### config.mk
export PLATFORM = sky130hd
export DESIGN_NAME = shift_seq_ctrl_amisha
export DESIGN_NICKNAME = d
export VERILOG_FILES = /design/src/rtl/shift_seq_ctrl_amisha.sv
export SDC_FILE = /design/constraint.sdc
export NUM_CORES = 1
export LEC_CHECK = 0
export BUFFER_PORTS_ARGS = -buffer_cell sky130_fd_sc_hd__buf_2
export CAP_MARGIN = 20
export CELL_PAD_IN_SITES_DETAIL_PLACEMENT = 1
export CELL_PAD_IN_SITES_GLOBAL_PLACEMENT = 1
export CORE_ASPECT_RATIO = 0.75
export CORE_MARGIN = 4
export CORE_UTILIZATION = 34
export CTS_CLUSTER_SIZE = 10
export DETAILED_ROUTE_END_ITERATION = 10
export PLACE_DENSITY_LB_ADDON = 0.08
export SYNTH_ARGS = -nofsm -noshare
export SYNTH_HDL_FRONTEND = slang
export SYNTH_SLANG_ARGS = --single-unit
### constraint.sdc
create_clock -name clk_amisha -period 1.3 [get_ports clk_amisha]
set_input_delay 0.13 -clock clk_amisha [delete_from_list [all_inputs] [get_ports clk_amisha]]
set_output_delay 0.13 -clock clk_amisha [all_outputs]
set_load 0.03 [all_outputs]
### src/rtl/shift_seq_ctrl_amisha.sv
// Two-requester round-robin arbiter feeding a WIDTH-bit MSB-first serializer.
// Each granted word is sent as one frame: WIDTH bit cycles, then one DONE cycle.
module shift_seq_ctrl_amisha #(
    parameter int WIDTH = 8
) (
    input  logic             clk_amisha,
    input  logic             reset_n_amisha,
    input  logic             req0_amisha,
    input  logic [WIDTH-1:0] data0_amisha,
    output logic             ack0_amisha,
    input  logic             req1_amisha,
    input  logic [WIDTH-1:0] data1_amisha,
    output logic             ack1_amisha,
    output logic             s_out_amisha,
    output logic             s_valid_amisha,
    output logic             owner_amisha,
    output logic             busy_amisha,
    output logic             done_amisha
);

    localparam int CW = $clog2(WIDTH);
    localparam logic [CW-1:0] LAST_BIT = CW'(WIDTH - 1);

    typedef enum logic [1:0] {
        IDLE,
        SHIFT,
        DONE
    } state_t;

    state_t           state;
    logic [WIDTH-1:0] shift_reg;
    logic [CW-1:0]    bit_cnt;
    logic             prio;      // 1: requester 1 wins a tie
    logic             pick1;
    logic             any_req;
    logic [WIDTH-1:0] grant_word;

    // NOTE: every signal written in always_comb gets a default first, so no latch can be inferred.
    always_comb begin
        any_req    = req0_amisha | req1_amisha;
        pick1      = req1_amisha & (~req0_amisha | prio);
        grant_word = pick1 ? data1_amisha : data0_amisha;
    end

    // NOTE: sequential state uses non-blocking assignments only; pulse outputs default low each edge.
    always_ff @(posedge clk_amisha or negedge reset_n_amisha) begin
        if (!reset_n_amisha) begin
            state          <= IDLE;
            shift_reg      <= '0;
            bit_cnt        <= '0;
            prio           <= 1'b0;
            ack0_amisha    <= 1'b0;
            ack1_amisha    <= 1'b0;
            s_out_amisha   <= 1'b0;
            s_valid_amisha <= 1'b0;
            owner_amisha   <= 1'b0;
            busy_amisha    <= 1'b0;
            done_amisha    <= 1'b0;
        end else begin
            ack0_amisha <= 1'b0;
            ack1_amisha <= 1'b0;
            done_amisha <= 1'b0;
            case (state)
                IDLE: begin
                    if (any_req) begin
                        state          <= SHIFT;
                        shift_reg      <= grant_word;
                        s_out_amisha   <= grant_word[WIDTH-1];
                        s_valid_amisha <= 1'b1;
                        bit_cnt        <= '0;
                        owner_amisha   <= pick1;
                        prio           <= ~pick1;
                        ack0_amisha    <= ~pick1;
                        ack1_amisha    <= pick1;
                        busy_amisha    <= 1'b1;
                    end
                end
                SHIFT: begin
                    // s_out already shows the current MSB; stage the next one.
                    shift_reg <= {shift_reg[WIDTH-2:0], 1'b0};
                    bit_cnt   <= bit_cnt + 1'b1;
                    if (bit_cnt == LAST_BIT) begin
                        state          <= DONE;
                        s_valid_amisha <= 1'b0;
                        s_out_amisha   <= 1'b0;
                        done_amisha    <= 1'b1;
                    end else begin
                        s_out_amisha <= shift_reg[WIDTH-2];
                    end
                end
                DONE: begin
                    state       <= IDLE;
                    busy_amisha <= 1'b0;
                end
                default: begin
                    state <= IDLE;
                end
            endcase
        end
    end

endmodule
[Word-level counts from Yosys, hierarchy flattened]
Index checks and enable logic that the tools add are counted.
Storage, ports and cells
  register bits: 20
  bits of input ports: 20
  output and inout port bits: 7
  word-level logic and storage cells: 51
Operators by class
  $add $sub $neg: 1
  equal/unequal tests: 5
  multiplexer cells: 21
  bitwise gates (word level): 5
  reductions and logical operators: 8
Operator list (count)
  case mux 7 bit (2 select lines): 1
  two-way mux 1 bit: 10
  two-way mux 8 bit: 1
  AND reduction 2 bit: 4
  two-way mux 7 bit: 1
  case mux 1 bit (2 select lines): 3
  case mux 3 bit (2 select lines): 1
  two-way mux 2 bit: 2
  inequality test 2 bit (second input constant): 2
  case mux 2 bit (2 select lines): 1
  nonzero test 2 bit: 2
  adder 3 x 1 -> 3 bit (second input constant): 1
  == test 3 bit (second input constant): 1
  two-way mux 3 bit: 1
  AND reduction 3 bit: 1
  == test 2 x 1 -> 1 bit (second input constant): 1
  == test 2 bit (second input constant): 1
  zero test 2 bit: 1
  NOT 1 bit: 2
  OR 1 bit: 2
  AND 1 bit: 1

[Depth between registers and ports, before layout]
Gate-level depths: netlist of run 1.
  depth in word-level cells: 6
  gate-level depth with buffers: 5
  depth with buffers taken out: 4

[Least setup slack after synthesis of run 1]
OpenSTA, ideal clock, no wires.
  path type: flip-flop to flip-flop
  from: register prio
  to: register s_out_amisha
  library setup time: 0.123 ns
  arrival time: 1.162 ns
  required time: 1.177 ns
  slack: 0.015 ns
  cell stages (with the launch flop): 5
  path buffers: 1
  clock period less this slack: 1.285 ns
  cells stage by stage: dfrtp_1 -> o21ai_1 -> buf_6 -> mux2_4 -> o221a_1
On the way
  word-level cells in the longest chain between the ends: 5
RTL lines
  from (decl): RTL line 33  | logic prio;
  from (signal assigned): RTL line 72  | prio <= ~pick1;
  OR 1 bit: RTL line 41  | pick1 = req1_amisha & (~req0_amisha | prio);
  AND 1 bit: RTL line 41
  two-way mux 8 bit: RTL line 42  | grant_word = pick1 ? data1_amisha : data0_amisha;
  two-way mux 1 bit: RTL line 65  | if (any_req) begin
  case mux 1 bit (2 select lines): RTL line 63  | case (state)
  to (signal assigned): RTL line 68  | s_out_amisha <= grant_word[WIDTH-1];
  to (signal assigned): RTL line 88  | s_out_amisha <= shift_reg[WIDTH-2];
  to (decl): RTL line 14  | output logic s_out_amisha,
Every way passes these cells. The select of a mux whose other input is x is not followed.
A chain may end at the register's enable or synchronous reset.

[Worst setup path after layout of run 1]
Same ends and word-level chain as after synthesis.

==> reports/metrics.yaml, run 1 <==
clock_network:
  clk_latency_ns: 0.30
  clockBufferDepth: 2
  clkTransAtPathRegs_ns: 0.11
  root_buffer: "clkbuf_4"
  cts_htree_levels: 1
  numCtsBuffers: 3
  cts_tree: "done"
  clock-sinks: 20
final_layout:
  syn2layout_area_growth_pct: 29.3
  fin_area_sq_um: 1170
  antenna_cells: 0
  largest_register_ffs: 7
  nets: 143
  regArea_sq_um: 500
  drive_gt1_share_pct: 33.6
  utilization_pct: 48.4
  n_fill_cell: 277
  multi_input_area_sq_um: 373
setup_path:
  cp-start-kind: "flop"
  critPathLaunch: "prio"
  worstPathRequired_ns: 1.50
  arrival_ns: 1.45
  end_kind: "flop"
  max_stage_delay_ns: 0.43
  r2r-start: "prio"
  path_class: "flop to flop"
  crit_path_top_delay_cell: "dfrtp_1"
  crit_path_max_fanout: 3
  cp_cell_sequence: "o21ai_4 -> mux2_4 -> o221a_1"
yosys:
  syn_nets: 108
  ys_types: 19
  synth-seq-area-share_pct: 55.2
  yosys.area.top_type_share_pct: 55.2
  synth_ff_type: "dfrtp_1"
  yosys.area.top_type: "dfrtp_1"
  synth_edf_count: 0
  ys_top_cells_by_count: "dfrtp_1 (20), nand2_1 (13), nand3_1 (9)"
  ys_seq_elements: 20
  synth_area_leaders: "dfrtp_1 (55%), mux2i_1 (7.7%), nand2_1 (5.4%)"
  async_reset_ff_share_pct: 100
  synth.most_common_cell: "dfrtp_1"
  syn_inst: 85
  avgSynthCellArea_sq_um: 10.7
  synthesis.area_sq_um: 906
  yosysWarnings: 0
pwr:
  peakVddDrop_uv: 615
  leakage_uw: 0.000616
  power.share.switching_pct: 39.5
  seqPwrFrac_pct: 40.1
  cell_internal_pwr_uw: 1520
  power_frac_comb_pct: 45.4
  clockPowerShare_pct: 14.5
  cellPowerDensity_nw_per_um2: 2150
  power_switching_uw: 992
die:
  die_h_microns: 52.7
  die_x_microns: 67.6
  initial_core_util_pct: 37.4
  dieArea_sq_um: 3560
  row_count: 15
  core_area_sq_um: 2420
  ios: 27
detailed_routing:
  post_drt_via_cell_ratio: 4.84
  drtIter0Drc: 38
  drc: 0
  firstDrtPassIters: 4
  routedWlPerCell_microns: 13.6
  ant_nets: 0
  drt_wl_total_microns: 2080
  vias: 740
sta:
  setup_viol: 0
  fin_worst_skew_ns: 0.000933
  fmax_ghz: 0.800
  worst_slew_margin_rel_pct: 69.2
  max_slew.worst_pin.slew_ns: 0.462
  final.min_clock_period_ns: 1.25
  drv_slew: 0
  period_share_pct: 96.2
  rsz0062_at_grt: "true"
  hold_viol: 0
worst_hold_path:
  hold_class: "primary input to flop"
  worst_hold_startpoint: "data1_amisha[0]"
grt:
  antenna_found_initial: 0
  grt_usage_pct: 13.1
  grt_first_pass_wirelength_microns: 3440
  gr-total-overflow: 0
  grt_max_degree: 21
  grt_pass1_vias: 761
job:
  max-cap-violations: 0
placement:
  placed_cell_area_sq_um: 1100
  dpl.hpwl_microns: 1590
  gp_congestion: 0.721
  port_buffers: 26
run_status:
  status: "complete, no violations"
## per-stage QoR
step           setup WS, ns  cells  setup TNS, ns  hold slack [ns]  total power [uW]
2_1_floorplan        0.0151     85              0           -0.166              1740
3_3_place_gp         0.0500    147              0            0.108              2080
3_5_place_dp        -0.0502    147         -0.122            0.107              2130
4_1_cts              0.0209    152              0            0.122              2510
5_1_grt            -0.00761    153       -0.00761            0.106              2720
6_report             0.0492    153              0            0.125              2510
## kinds of logic after synthesis
kind of cell | share of synthesized area, %
AO/OA/AOI/OAI | 12.4
flip-flops | 55.2
buffers and inverters | 4.83
AND/OR/NAND/NOR | 14.0
multiplexers | 9.39
adder cells (fa/ha/maj) | 4.14
## layout by cell type (no fill, tap or decap), drive strengths merged
| master | count |
|---|---|
| a21o | 2 |
| o221a | 1 |
| buf | 34 |
| nand2 | 13 |
| ha | 3 |
| o211ai | 5 |
| mux2i | 7 |
| mux2 | 1 |
| and2 | 2 |
| o21ai | 8 |
| nor2b | 2 |
| dlygate4sd3 | 1 |
| clkbuf | 4 |
| nor2 | 2 |
| o221ai | 1 |
| nand3 | 9 |
| inv | 4 |
| dfrtp | 20 |
## per-layer routing
| metal | up-vias | global-route usage, % | routed length (microns) |
|---|---|---|---|
| li1 | 361 | - | - |
| met1 | 349 | 16.7 | 957 |
| met2 | 26 | 20.2 | 933 |
| met3 | 4 | 6.01 | 170 |
| met4 | 0 | 2.69 | 14 |
| met5 | - | 0 | 0 |
## final cells by class
class                   count  area share [%]
repair buffers             35            17.4
flip-flops and latches     20            42.7
well taps                  34            3.63
inverters                   4            1.28
clock buffers               4            3.10
multi-input cells          56            31.8
## what timing repair did
item / 4_1_cts / 5_1_grt
hold endpoints to repair: 20 / 0
gates resized for setup: 2 / 2
setup buffers: 0 / 1
endpoints found under the setup margin: 7 / 6
pin swaps: 0 / 0
hold buffers: 1 / 0
cloned: 0 / 0
## path summary, 6_finish.rpt
kind                       depth (start not counted)        endpoint  slack (ns)
hold / removal                                     3    shift_reg[0]        0.13
max in group asynchronous                          2    owner_amisha        0.69
setup reg to reg                                   3    s_out_amisha        0.05
setup / recovery                                   3    s_out_amisha        0.05
hold reg to reg                                    1    owner_amisha        0.48
min in group asynchronous                          2  s_valid_amisha        0.29
## worst max-delay path: cells and delay by family (launching register included)
kind / cells / cell delay (ns)
flip-flops: 1 / 0.43
AO/OA/AOI/OAI: 2 / 0.41
multiplexers: 1 / 0.32
## power by group through the flow
stage	combinational [uW]	clock [uW]	sequential, uW
detailed placement	1110	0	1020
finish	1140	364	1010
global placement	1070	0	1010
floorplan	611	0	1130
global route	1270	413	1040
CTS	1120	379	1010
No activity file was read; power rests on OpenSTA's default activity.
==> run 2: changes to the inputs <==
- clock period: 1.3 -> 1.15 ns (I/O delays scaled with it)
==> run 2 against run 1 <==
Effect of this change:
- the run now ends with negative setup slack left
- critical path type unchanged
- sequential power rose by 13%
- largest power group unchanged
- setup slack got worse by 0.16 ns
- count of clock-buffer cells in the layout fell by 1
- clock power rose by 56%
- hold slack got worse by 0.015 ns
- critical path depth did not move
- combinational power rose by 32%
- non-clock buffer count rose by 4
- global-route usage rose by 1.3 points
- cell count rose by 2.6%
==> reports/metrics.yaml, run 2 (synthesized netlist as in run 1, its figures left out) <==
setup_path:
  rrSetupSlack_ns: -0.11  # -0.16 ns
  worstPathRequired_ns: 1.35  # -0.15 ns
  end_kind: "flop"
  path_class: "flop to flop"
  r2r.worst_path.cells: 3  # unchanged
  r2r-start: "prio"
  cp-start-kind: "flop"
  r2r-end: "s_out_amisha"
  arrival_ns: 1.46  # about the same
  crit_path_max_fanout: 3  # unchanged
  critPathLaunch: "prio"
  endpoint: "s_out_amisha"
clock_network:
  cts_htree_levels: 1  # unchanged
  clock-sinks: 20  # unchanged
  clockBufferDepth: 2  # unchanged
  cts_tree: "done"
  numCtsBuffers: 3  # unchanged
  clkTransAtPathRegs_ns: 0.11  # about the same
  clk_latency_ns: 0.30  # about the same
  root_buffer: "clkbuf_4"
detailed_routing:
  drt_wl_total_microns: 2180  # +5.1%
  vias: 735  # -0.68%
  ant_nets: 0  # unchanged
  drc: 0  # unchanged
  drtIter0Drc: 24  # -37%
  routedWlPerCell_microns: 13.9  # +2.4%
  post_drt_via_cell_ratio: 4.68  # -3.2%
  firstDrtPassIters: 4  # unchanged
run_status:
  status: "finished with violations"
  violations: "negative setup slack"
final_layout:
  syn2layout_area_growth_pct: 39.5
  n_fill_cell: 280  # +1.1%
  nets: 147  # +2.8%
  drive_gt1_share_pct: 39.8  # +6.2 points
  final_cells: 157  # +2.6%
  layout_common_cells: "buf_2 (26), dfrtp_1 (20), nand2_1 (13)"
  antenna_cells: 0  # unchanged
  final_common_cell: "buf_2"
  utilization_pct: 52.2  # +3.8 points
  largest_register_ffs: 7  # unchanged
grt:
  grt_max_degree: 26  # +24%
  grt_first_pass_wirelength_microns: 3680  # +7.0%
  gr-total-overflow: 0  # unchanged
  grt_pass1_vias: 785  # +3.2%
  antenna_found_initial: 0  # unchanged
  grt_usage_pct: 14.4  # +1.3 points
placement:
  port_buffers: 26  # unchanged
  gp_congestion: 0.727  # +0.82%
  placedCellCount: 149  # +1.4%
  dpl.hpwl_microns: 1590  # -0.23%
sta:
  fmax_ghz: 0.792  # -0.99%
  final.min_clock_period_ns: 1.26  # +0.0125 ns
  setup_viol: 8  # +8
  totalNegativeSetupSlack_ns: -0.595  # -0.595 ns
  period_share_pct: 110  # +14 points
  worst_slew_margin_rel_pct: 69.7  # +0.56 points
  hold_viol: 0  # unchanged
  rsz0062_at_grt: "true"
  drv_slew: 0  # unchanged
  fin_worst_skew_ns: 0.000664  # -0.000269 ns
  max_slew.worst_pin.slew_ns: 0.454  # -0.00838 ns
  worst_slack_ns: -0.113  # -0.162 ns
worst_hold_path:
  hold_class: "primary input to flop"
  whs_path_depth: 3  # unchanged
die:
  core_area_sq_um: 2420  # unchanged
  die_x_microns: 67.6  # unchanged
  die_h_microns: 52.7  # unchanged
  initial_core_util_pct: 37.4  # unchanged
  row_count: 15  # unchanged
  ios: 27  # unchanged
  dieArea_sq_um: 3560  # unchanged
pwr:
  leakage_uw: 0.000659  # +7.0%
  peakVddDrop_uv: 1070  # +73%
  cellPowerDensity_nw_per_um2: 2540  # +18%
job:
  max-cap-violations: 0  # unchanged
[run 2: worst min-delay path by stage]
stage | startpoint | to | slack (ns)
3_3_place_gp | reset_n_amisha | done_amisha | 0.09
3_5_place_dp | reset_n_amisha | done_amisha | 0.1
6_report | data1_amisha[0] | shift_reg[0] | 0.11
2_1_floorplan | reset_n_amisha | ack0_amisha | -0.18
5_1_grt | data0_amisha[6] | shift_reg[6] | 0.12
4_1_cts | data1_amisha[3] | shift_reg[3] | 0.12
[run 2: report_power, final]
part / internal, uW / switching [uW] / total (uW)
Sequential: 989 / 151 / 1140
Clock: 352 / 217 / 569
Combinational: 694 / 806 / 1500
Total: 2040 / 1170 / 3210
[run 2: what timing repair did]
action | CTS | global route
hold endpoints to repair | 20 | 0
pin swaps | 0 | 6
endpoints found under the setup margin | 11 | 17
resized for setup | 1 | 15
buffers inserted | 0 | 3
hold buffers | 1 | 0
[run 2: cell type report]
| cell class | instances | area, sq um | share of cell area, % |
|---|---|---|---|
| inverter | 4 | 15.0 | 1.19 |
| sequential | 20 | 500 | 39.6 |
| tap | 34 | 42.5 | 3.37 |
| clock buffer | 3 | 22.5 | 1.78 |
| clock inverter | 1 | 30.0 | 2.38 |
| timing repair buffer | 39 | 258 | 20.4 |
| multi-input combinational | 56 | 395 | 31.3 |
[run 2: critical path: stages (launching register included)]
cell and delay [ns]:
dfrtp_1 0.43, o21ai_4 0.22, mux2_4 0.32, o221a_1 0.20
[run 2: routing by layer]
| layer | routed length (microns) | share of wire (%) | track usage, % |
|---|---|---|---|
| met5 | 0 | 0 | 0 |
| met4 | 13 | 0.60 | 4.04 |
| met2 | 1010 | 46 | 22.5 |
| met1 | 1010 | 46 | 18.4 |
| met3 | 146 | 6.7 | 5.58 |
[run 2: per-stage QoR]
stage          hold slack [ns]  setup WS, ns  cell area, sq um  power [uW]
2_1_floorplan           -0.181        -0.135               906        1960
3_3_place_gp            0.0941       -0.0917              1130        2440
3_5_place_dp            0.0950        -0.146              1130        2500
4_1_cts                  0.117        -0.100              1200        3090
5_1_grt                  0.116        -0.160              1260        3490
6_report                 0.110        -0.113              1260        3210
